File: src/rtl/axi4l_param_reg_file.sv
// AXI4-Lite slave register file with configurable width and depth.
// The upper NUM_RO slots read back live status inputs; writes to them are rejected.
module axi4l_param_reg_file #(
  parameter int                    DATA_WIDTH  = 32,
  parameter int                    ADDR_WIDTH  = 6,
  parameter int                    NUM_REGS    = 8,
  parameter int                    NUM_RO      = 2,
  parameter logic [DATA_WIDTH-1:0] RESET_VALUE = '0
) (
  input  logic                                  i_axi_clock,
  input  logic                                  i_axi_aresetn,
  input  logic [ADDR_WIDTH-1:0]                 i_axi_awaddr,
  input  logic [2:0]                            i_axi_awprot,
  input  logic                                  i_axi_awaddr_valid,
  output logic                                  o_axi_awaddr_ready,
  input  logic [DATA_WIDTH-1:0]                 i_axi_wdata,
  input  logic [DATA_WIDTH/8-1:0]               i_axi_wstrb,
  input  logic                                  i_axi_wdata_valid,
  output logic                                  o_axi_wdata_ready,
  output logic [1:0]                            o_axi_bresp,
  output logic                                  o_axi_bvalid,
  input  logic                                  i_axi_bready,
  input  logic [ADDR_WIDTH-1:0]                 i_axi_araddr,
  input  logic [3:0]                            i_axi_arcache,
  input  logic [2:0]                            i_axi_arprot,
  input  logic                                  i_axi_araddr_valid,
  output logic                                  o_axi_araddr_ready,
  output logic [DATA_WIDTH-1:0]                 o_axi_rdata,
  output logic [1:0]                            o_axi_rresp,
  output logic                                  o_axi_rdata_valid,
  input  logic                                  i_axi_rdata_ready,
  output logic [NUM_REGS*DATA_WIDTH-1:0]        o_regs,
  output logic [NUM_REGS-1:0]                   o_wr_pulse,
  input  logic [((NUM_RO > 0) ? NUM_RO : 1)*DATA_WIDTH-1:0] i_status
);

  localparam int         STRB_WIDTH  = DATA_WIDTH / 8;
  localparam int         LSB         = $clog2(STRB_WIDTH);
  localparam int         IDX_WIDTH   = ADDR_WIDTH - LSB;
  localparam int         NUM_RW      = NUM_REGS - NUM_RO;
  localparam logic [1:0] RESP_OKAY   = 2'b00;
  localparam logic [1:0] RESP_SLVERR = 2'b10;

  logic                  aw_full_q, aw_full_d;
  logic [IDX_WIDTH-1:0]  aw_idx_q, aw_idx_d;
  logic                  w_full_q, w_full_d;
  logic [DATA_WIDTH-1:0] w_data_q, w_data_d;
  logic [STRB_WIDTH-1:0] w_strb_q, w_strb_d;
  logic                  awready_q, awready_d;
  logic                  wready_q, wready_d;
  logic                  bvalid_q, bvalid_d;
  logic [1:0]            bresp_q, bresp_d;
  logic                  arready_q, arready_d;
  logic                  rvalid_q, rvalid_d;
  logic [DATA_WIDTH-1:0] rdata_q, rdata_d;
  logic [1:0]            rresp_q, rresp_d;
  logic [DATA_WIDTH-1:0] regs_q [NUM_REGS];
  logic [DATA_WIDTH-1:0] regs_d [NUM_REGS];
  logic [NUM_REGS-1:0]   wr_pulse_q, wr_pulse_d;

  logic                  aw_hs_s, w_hs_s, ar_hs_s, commit_s, aw_is_rw_s, ar_in_range_s;
  logic [IDX_WIDTH-1:0]  ar_idx_s;
  logic [DATA_WIDTH-1:0] rd_src_s [NUM_REGS];
  logic [DATA_WIDTH-1:0] rd_word_s;
  logic                  unused_s;

  function automatic logic idx_below(input logic [IDX_WIDTH-1:0] idx, input int limit);
    return int'(idx) < limit;
  endfunction

  assign aw_hs_s       = i_axi_awaddr_valid & awready_q;
  assign w_hs_s        = i_axi_wdata_valid & wready_q;
  assign ar_hs_s       = i_axi_araddr_valid & arready_q;
  assign ar_idx_s      = i_axi_araddr[ADDR_WIDTH-1:LSB];
  assign aw_is_rw_s    = idx_below(aw_idx_q, NUM_RW);
  assign ar_in_range_s = idx_below(ar_idx_s, NUM_REGS);
  assign commit_s      = aw_full_q & w_full_q & (~bvalid_q | i_axi_bready);

  // Holding latches empty on commit; they can only refill while empty, so no conflict.
  assign aw_full_d = commit_s ? 1'b0 : (aw_full_q | aw_hs_s);
  assign aw_idx_d  = aw_hs_s ? i_axi_awaddr[ADDR_WIDTH-1:LSB] : aw_idx_q;
  assign w_full_d  = commit_s ? 1'b0 : (w_full_q | w_hs_s);
  assign w_data_d  = w_hs_s ? i_axi_wdata : w_data_q;
  assign w_strb_d  = w_hs_s ? i_axi_wstrb : w_strb_q;
  assign awready_d = ~aw_full_d;
  assign wready_d  = ~w_full_d;
  assign bvalid_d  = commit_s ? 1'b1 : (bvalid_q & ~i_axi_bready);
  assign bresp_d   = commit_s ? (aw_is_rw_s ? RESP_OKAY : RESP_SLVERR) : bresp_q;

  assign rvalid_d  = ar_hs_s ? 1'b1 : (rvalid_q & ~i_axi_rdata_ready);
  assign arready_d = ~rvalid_d;
  assign rdata_d   = ar_hs_s ? (ar_in_range_s ? rd_word_s : '0) : rdata_q;
  assign rresp_d   = ar_hs_s ? (ar_in_range_s ? RESP_OKAY : RESP_SLVERR) : rresp_q;

  for (genvar g = 0; g < NUM_REGS; g++) begin : g_slot
    if (g < NUM_RW) begin : g_rw
      assign rd_src_s[g]                        = regs_q[g];
      assign o_regs[g*DATA_WIDTH +: DATA_WIDTH] = regs_q[g];
    end else begin : g_ro
      assign rd_src_s[g]                        = i_status[(g-NUM_RW)*DATA_WIDTH +: DATA_WIDTH];
      assign o_regs[g*DATA_WIDTH +: DATA_WIDTH] = '0;
    end
  end

  // Read mux over all slots; reads see the pre-commit register value.
  always_comb begin
    rd_word_s = '0;
    for (int i = 0; i < NUM_REGS; i++) begin
      rd_word_s = rd_word_s | ((int'(ar_idx_s) == i) ? rd_src_s[i] : '0);
    end
  end

  // Byte-lane merge and write pulse for the committed RW target.
  always_comb begin
    regs_d     = regs_q;
    wr_pulse_d = '0;
    for (int i = 0; i < NUM_RW; i++) begin
      for (int b = 0; b < STRB_WIDTH; b++) begin
        regs_d[i][b*8 +: 8] = (commit_s && (int'(aw_idx_q) == i) && w_strb_q[b]) ?
                              w_data_q[b*8 +: 8] : regs_q[i][b*8 +: 8];
      end
      wr_pulse_d[i] = commit_s && (int'(aw_idx_q) == i) && (|w_strb_q);
    end
  end

  // State registers with synchronous active-low reset.
  always_ff @(posedge i_axi_clock) begin
    if (!i_axi_aresetn) begin
      aw_full_q  <= 1'b0;
      aw_idx_q   <= '0;
      w_full_q   <= 1'b0;
      w_data_q   <= '0;
      w_strb_q   <= '0;
      awready_q  <= 1'b0;
      wready_q   <= 1'b0;
      bvalid_q   <= 1'b0;
      bresp_q    <= 2'b00;
      arready_q  <= 1'b0;
      rvalid_q   <= 1'b0;
      rdata_q    <= '0;
      rresp_q    <= 2'b00;
      wr_pulse_q <= '0;
      for (int i = 0; i < NUM_REGS; i++) begin
        regs_q[i] <= (i < NUM_RW) ? RESET_VALUE : '0;
      end
    end else begin
      aw_full_q  <= aw_full_d;
      aw_idx_q   <= aw_idx_d;
      w_full_q   <= w_full_d;
      w_data_q   <= w_data_d;
      w_strb_q   <= w_strb_d;
      awready_q  <= awready_d;
      wready_q   <= wready_d;
      bvalid_q   <= bvalid_d;
      bresp_q    <= bresp_d;
      arready_q  <= arready_d;
      rvalid_q   <= rvalid_d;
      rdata_q    <= rdata_d;
      rresp_q    <= rresp_d;
      wr_pulse_q <= wr_pulse_d;
      regs_q     <= regs_d;
    end
  end

  assign o_axi_awaddr_ready = awready_q;
  assign o_axi_wdata_ready  = wready_q;
  assign o_axi_bvalid       = bvalid_q;
  assign o_axi_bresp        = bresp_q;
  assign o_axi_araddr_ready = arready_q;
  assign o_axi_rdata_valid  = rvalid_q;
  assign o_axi_rdata        = rdata_q;
  assign o_axi_rresp        = rresp_q;
  assign o_wr_pulse         = wr_pulse_q;

  assign unused_s = ^{i_axi_awprot, i_axi_arprot, i_axi_arcache,
                      i_axi_awaddr[LSB-1:0], i_axi_araddr[LSB-1:0]};

endmodule

File: config.mk
export PLATFORM = sky130hd
export DESIGN_NAME = axi4l_param_reg_file
export DESIGN_NICKNAME = d
export VERILOG_FILES = /design/src/rtl/axi4l_param_reg_file.sv
export SDC_FILE = /design/constraint.sdc
export NUM_CORES = 1
export LEC_CHECK = 0
export CORE_ASPECT_RATIO = 1.75
export CORE_MARGIN = 5
export CORE_UTILIZATION = 49
export CTS_CLUSTER_DIAMETER = 150
export CTS_CLUSTER_SIZE = 16
export DETAILED_ROUTE_END_ITERATION = 6
export HOLD_SLACK_MARGIN = 0.03
export PLACE_DENSITY = 0.86
export SKIP_CTS_REPAIR_TIMING = 1
export SLEW_MARGIN = 25
export SYNTH_ARGS = -nofsm -noshare
export SYNTH_HDL_FRONTEND = slang
export SYNTH_SLANG_ARGS = --single-unit
File: constraint.sdc
create_clock -name i_axi_clock -period 4.6 [get_ports i_axi_clock]
set_input_delay 0.46 -clock i_axi_clock [delete_from_list [all_inputs] [get_ports i_axi_clock]]
set_output_delay 0.46 -clock i_axi_clock [all_outputs]
set_load 0.005 [all_outputs]
==> results of run 1 <==
## where the power goes
| part | total (mW) | leakage (nW) | switching, mW | internal (mW) |
|---|---|---|---|---|
| logic | 0.379 | 3.18 | 0.216 | 0.163 |
| clock network | 1.65 | 0.269 | 0.827 | 0.819 |
| registers | 2.46 | 2.25 | 0.0269 | 2.44 |
| total | 4.49 | 5.70 | 1.07 | 3.42 |
## final cells by class
cell class | count | area, um^2
Multi-Input combinational cell | 945 | 6387
Tap cell | 316 | 395.4
Clock inverter | 2 | 20.02
Sequential cell | 279 | 5585
Inverter | 1 | 3.754
Clock buffer | 21 | 525.5
Antenna cell | 5 | 12.51
Fill cell | 2001 | 8660
Timing Repair Buffer | 363 | 3652
## critical path, cell delays in order
cell             delay [ns]
clkdlybuf4s50_1        0.47
nand2b_1               0.26
nand4_1                0.66
nor3b_2                1.11
mux2i_1                0.29
## worst paths after layout
kind         cells after the start  slack, ns            endpoint           start
max reg2reg                      4       1.85         o_regs[146]       aw_full_q
min                              2       0.41  o_axi_awaddr_ready   i_axi_aresetn
max                              5       1.76         o_regs[146]    i_axi_bready
min reg2reg                      2       0.46      o_axi_rresp[1]  o_axi_rresp[1]
## routing by layer
| layer | vias to the layer above | track usage, % | routed length (um) |
|---|---|---|---|
| li1 | 5084 | - | - |
| met1 | 5463 | 29.67 | 14730 |
| met2 | 664 | 52.38 | 23240 |
| met3 | 192 | 5.231 | 3559 |
| met4 | 2 | 17.50 | 2880 |
| met5 | - | 0 | 13 |
## flip-flops by register name (all words and copies together) (netlist names)
name and cells:
aw_full_q 1, o_axi_rdata 32, o_axi_awaddr_ready 1, o_axi_bresp 1, o_axi_wdata_ready 1, w_full_q 1, o_axi_bvalid 1, aw_idx_q 4
o_axi_araddr_ready 1, o_regs 192, w_strb_q 4, w_data_q 32, o_axi_rdata_valid 1, o_axi_rresp 1, o_wr_pulse 6
## kinds of logic after synthesis
group	after synthesis	share of synthesized area (%)
AOI/OAI and AO/OA	274	16.06
buffers and inverters	164	7.119
DFF	279	44.57
muxes	224	17.89
other	1	0.02992
and+or+nand+nor	379	14.33
## per-stage QoR
stage | std cells | worst slack (ns) | hold WS [ns]
floorplan | 1388 | 2.760 | 0.4600
global placement | 1902 | 1.396 | 0.4508
detailed placement | 1902 | 1.344 | 0.4563
CTS | 1925 | 1.847 | 0.3931
global route | 1932 | 1.704 | 0.4352
finish | 1932 | 1.756 | 0.4145
## Yosys cell counts (2+ instances only)
cell type | n | area [um^2]
and2_1 | 3 | 18.77
buf_2 | 5 | 25.02
o21a_1 | 2 | 15.01
a21oi_1 | 66 | 330.3
dfxtp_1 | 279 | 5585
buf_6 | 2 | 22.52
nand2_1 | 251 | 942.2
nand2b_1 | 4 | 25.02
a21boi_0 | 43 | 322.8
nor4_4 | 4 | 85.08
nand3_1 | 5 | 25.02
or2_2 | 2 | 12.51
o22a_1 | 32 | 280.3
nor2_1 | 11 | 41.29
nor2_2 | 8 | 50.05
a221oi_1 | 32 | 280.3
buf_1 | 5 | 18.77
mux2i_1 | 224 | 2242
buf_4 | 68 | 510.5
nor3b_1 | 6 | 45.04
nor2b_1 | 73 | 456.7
clkbuf_1 | 83 | 311.6
o2bb2ai_1 | 32 | 280.3
nand4_1 | 5 | 31.28
a22oi_1 | 64 | 480.5
==> impl_metrics.json, run 1 <==
{
  "final_nets": 1740,
  "post-route-period-util_pct": 61.82,
  "ys_warn_count": 0,
  "wirelength_um": 44430,
  "final_hold_viol_count": 0,
  "pin_count": 434,
  "timing.max_cap.violations": 0,
  "layout_commonest_cell": "clkdlybuf4s50_1",
  "ctsRootBufferMaster": "clkbuf_16",
  "worstPathRequired_ns": 5.02,
  "h-tree-depth": 1,
  "seq_area_frac_synth_pct": 44.57,
  "routabilityCongestion": 0.8723,
  "total_leakage_power_nw": 5.704,
  "skew_ns": 0.02465,
  "vias": 11410,
  "final_cell_mix": "clkdlybuf4s50_1 (349), dfxtp_1 (279), nand2_1 (250)",
  "tightest_slew_ns": 1.141,
  "grt_pass1_vias": 11540,
  "overflow": 0,
  "cts_buffers": 21,
  "fp.dieH_um": 221.6,
  "cts_tree": "built",
  "yosysUniqueCellTypes": 37,
  "coreArea_mm2": 0.02524,
  "drive_above_1_share_pct": 4.221,
  "clock_latency_ns": 0.52,
  "antenna_left": 0,
  "clk_pin_slew_ns": 0.07,
  "setup_tns_ns": 0,
  "final-max-slew-violation-count": 0,
  "syn_to_final_growth_pct": 32.32,
  "dpl.hpwl_um": 30870,
  "vias_per_cell": 5.903,
  "end_kind": "flip-flop",
  "finalPower_mw": 4.489,
  "drt_first_pass_iters": 6,
  "start_kind": "primary input",
  "synth_edf_count": 0,
  "drc": 0,
  "rsz0062_at_grt": "false",
  "min-delay-path-class": "primary input to flip-flop",
  "fin_util_pct": 65.69,
  "synthFlopType": "dfxtp_1",
  "grt_usage_pct": 28.84,
  "max_freq_mhz": 351.7,
  "die_w_um": 130.9,
  "grt_max_degree": 101,
  "status": "finished, final reports clean",
  "setup_violations": 0,
  "antenna_found_initial": 6,
  "maxSlewHeadroom_pct": 23.75,
  "timing.final.crit_period_ns": 2.844,
  "drt-initial-drc-count": 809,
  "port_buffers": 351,
  "p_per_area_mw_per_mm2": 270.7,
  "synth_area_per_cell_um2": 9.487,
  "critical_path.max_fanout": 10,
  "initial_core_util_pct": 49.65,
  "fin_area_mm2": 0.01658,
  "place_area_mm2": 0.01596,
  "syn_inst": 1321,
  "cts.sinks": 279,
  "std_cell_rows": 77,
  "arrival_ns": 3.26,
  "ys_seq_elements": 279,
  "max-vdd-ir-drop_v": 0.0003315,
  "grt_pass1_wl_um": 65360,
  "die_area_mm2": 0.02900,
  "synth.cell_area_mm2": 0.01253,
  "async_reset_ff_share_pct": 0,
  "worstSetupPathType": "primary input to flip-flop",
  "wl_per_cell_um": 23.00,
  "cts_buffer_depth": 3
}
(Power assumes the default switching activity.)
==> run 2, diff against run 1 <==
--- a/config.mk
+++ b/config.mk
@@ -7,12 +7,12 @@
 export LEC_CHECK = 0
 export CORE_ASPECT_RATIO = 1.75
 export CORE_MARGIN = 5
-export CORE_UTILIZATION = 49
+export CORE_UTILIZATION = 46
 export CTS_CLUSTER_DIAMETER = 150
 export CTS_CLUSTER_SIZE = 16
 export DETAILED_ROUTE_END_ITERATION = 6
 export HOLD_SLACK_MARGIN = 0.03
-export PLACE_DENSITY = 0.86
+export PLACE_DENSITY = 0.81
 export SKIP_CTS_REPAIR_TIMING = 1
 export SLEW_MARGIN = 25
 export SYNTH_ARGS = -nofsm -noshare
==> constraint.sdc (replaced) <==
create_clock -name i_axi_clock -period 2.8 [get_ports i_axi_clock]
set_input_delay 0.28 -clock i_axi_clock [delete_from_list [all_inputs] [get_ports i_axi_clock]]
set_output_delay 0.28 -clock i_axi_clock [all_outputs]
set_load 0.005 [all_outputs]
==> impl_metrics.json, run 2 (synthesized netlist as in run 1, its figures left out) <==
{
  "drt_first_pass_iters": 5,
  "final_hold_viol_count": 0,
  "overflow": 0,
  "wirelength_um": 45060,
  "setup_violations": 0,
  "grt_usage_pct": 27.92,
  "timing.max_cap.violations": 0,
  "dpl.hpwl_um": 33010,
  "cts_tree": "built",
  "vias_per_cell": 5.628,
  "p_int_mw": 5.635,
  "cts.sinks": 279,
  "max_freq_mhz": 401.8,
  "total_leakage_power_nw": 5.878,
  "clock_latency_ns": 0.52,
  "tightest_slew_ns": 0.8504,
  "worstPathRequired_ns": 3.20,
  "antenna_left": 0,
  "ctsRootBufferMaster": "clkbuf_16",
  "clk_pin_slew_ns": 0.08,
  "drive_above_1_share_pct": 6.258,
  "hold_ws_ns": 0.1375,
  "start_kind": "flip-flop",
  "fp.dieH_um": 228.4,
  "r2r_slack_ns": 0.31,
  "drt-initial-drc-count": 822,
  "layout_commonest_cell": "clkdlybuf4s50_1",
  "initial_core_util_pct": 46.20,
  "clkPwrFrac_pct": 36.9,
  "r2r_cells": 4,
  "min-delay-path-class": "primary input to flip-flop",
  "wl_per_cell_um": 22.28,
  "post-place-ws_ns": 0.3445,
  "power.switching_mw": 1.803,
  "drc": 0,
  "std_cell_rows": 80,
  "port_buffers": 351,
  "routabilityCongestion": 0.8653,
  "min_from": "i_axi_aresetn",
  "layout.cells.non_filler": 2022,
  "nFillCells": 2215,
  "fin_area_mm2": 0.01693,
  "setup_tns_ns": 0,
  "pwr-share-seq_pct": 54.4,
  "rr_endpoint": "o_regs[81]",
  "worstSetupPathType": "flip-flop to flip-flop",
  "worstReg2RegStart": "aw_idx_q[2]",
  "switching_share_pct": 24.24,
  "combPwrFrac_pct": 8.8,
  "cts_buffers": 21,
  "crit_slowest_cell": "nand4_1",
  "finalPower_mw": 7.438,
  "setup_ws_ns": 0.3111,
  "grt_pass1_wl_um": 67070,
  "coreArea_mm2": 0.02713,
  "pin_count": 434,
  "final_cell_mix": "clkdlybuf4s50_1 (349), dfxtp_1 (279), nand2_1 (250)",
  "largest_register_ffs": 192,
  "cp_cell_sequence": "nor3b_1 -> nand4_1 -> mux2i_1 -> nor2b_1",
  "whs_endpoint": "o_regs[118]",
  "grt_pass1_vias": 11360,
  "final_nets": 1775,
  "arrival_ns": 2.89,
  "post-route-period-util_pct": 88.89,
  "status": "finished, final reports clean",
  "hold_path_depth": 2,
  "cts_buffer_depth": 3,
  "maxSlewHeadroom_pct": 42.88,
  "critical_path.max_fanout": 8,
  "die_w_um": 134.8,
  "antenna_found_initial": 8,
  "grt_max_degree": 79,
  "max-vdd-ir-drop_v": 0.0005057,
  "max_stage_delay_ns": 0.83,
  "skew_ns": 0.01357,
  "syn_to_final_growth_pct": 35.06,
  "final-max-slew-violation-count": 0,
  "end_kind": "flip-flop",
  "p_per_area_mw_per_mm2": 439.4,
  "fin_util_pct": 62.40,
  "timing.final.crit_period_ns": 2.489,
  "die_area_mm2": 0.03077,
  "dp_cells": 1992,
  "rsz0062_at_grt": "false",
  "place_area_mm2": 0.01636,
  "h-tree-depth": 1,
  "vias": 11380
}
run 2: per-layer routing:
metal	wire length [um]	track usage, %	vias to the layer above	share of wire [%]
met3	3170	4.339	143	7.0
li1	-	-	5165	-
met5	17	0	-	0.038
met1	15870	30.01	5479	35
met2	23590	52.08	590	52
met4	2402	13.54	2	5.3
run 2: worst max-delay path, delay by kind of cell, from the launching register on:
family	cells	cell delay [ns]
DFF	1	0.38
and+or+nand+nor	3	1.55
muxes	1	0.42
run 2: worst max-delay path by stage:
stage                                  to  slack, ns             from
after floorplan               o_regs[100]       0.98      aw_idx_q[2]
after global placement    o_axi_rdata[25]       0.37  i_axi_araddr[2]
after detailed placement  o_axi_rdata[25]       0.34  i_axi_araddr[2]
after CTS                      o_regs[81]       0.39      aw_idx_q[2]
after global routing           o_regs[81]       0.18      aw_idx_q[1]
final                          o_regs[81]       0.31      aw_idx_q[2]
run 2: final cells by class:
| cell class | count | area, um^2 | area share, % |
|---|---|---|---|
| inverter | 1 | 3.754 | 0.02218 |
| antenna | 7 | 17.52 | 0.1035 |
| tap | 369 | 461.7 | 2.728 |
| sequential | 279 | 5585 | 33.00 |
| timing repair buffer | 398 | 3938 | 23.26 |
| clock buffer | 21 | 525.5 | 3.105 |
| clock inverter | 2 | 20.02 | 0.1183 |
| multi-input combinational | 945 | 6375 | 37.66 |
run 2: power by group through the flow:
stage / logic [mW] / clock network (mW) / registers [mW]
global route: 0.695 / 2.93 / 4.05
finish: 0.654 / 2.74 / 4.04
detailed placement: 0.643 / 0 / 4.13
global placement: 0.633 / 0 / 4.13
CTS: 0.647 / 2.78 / 4.04
floorplan: 0.377 / 0 / 4.12
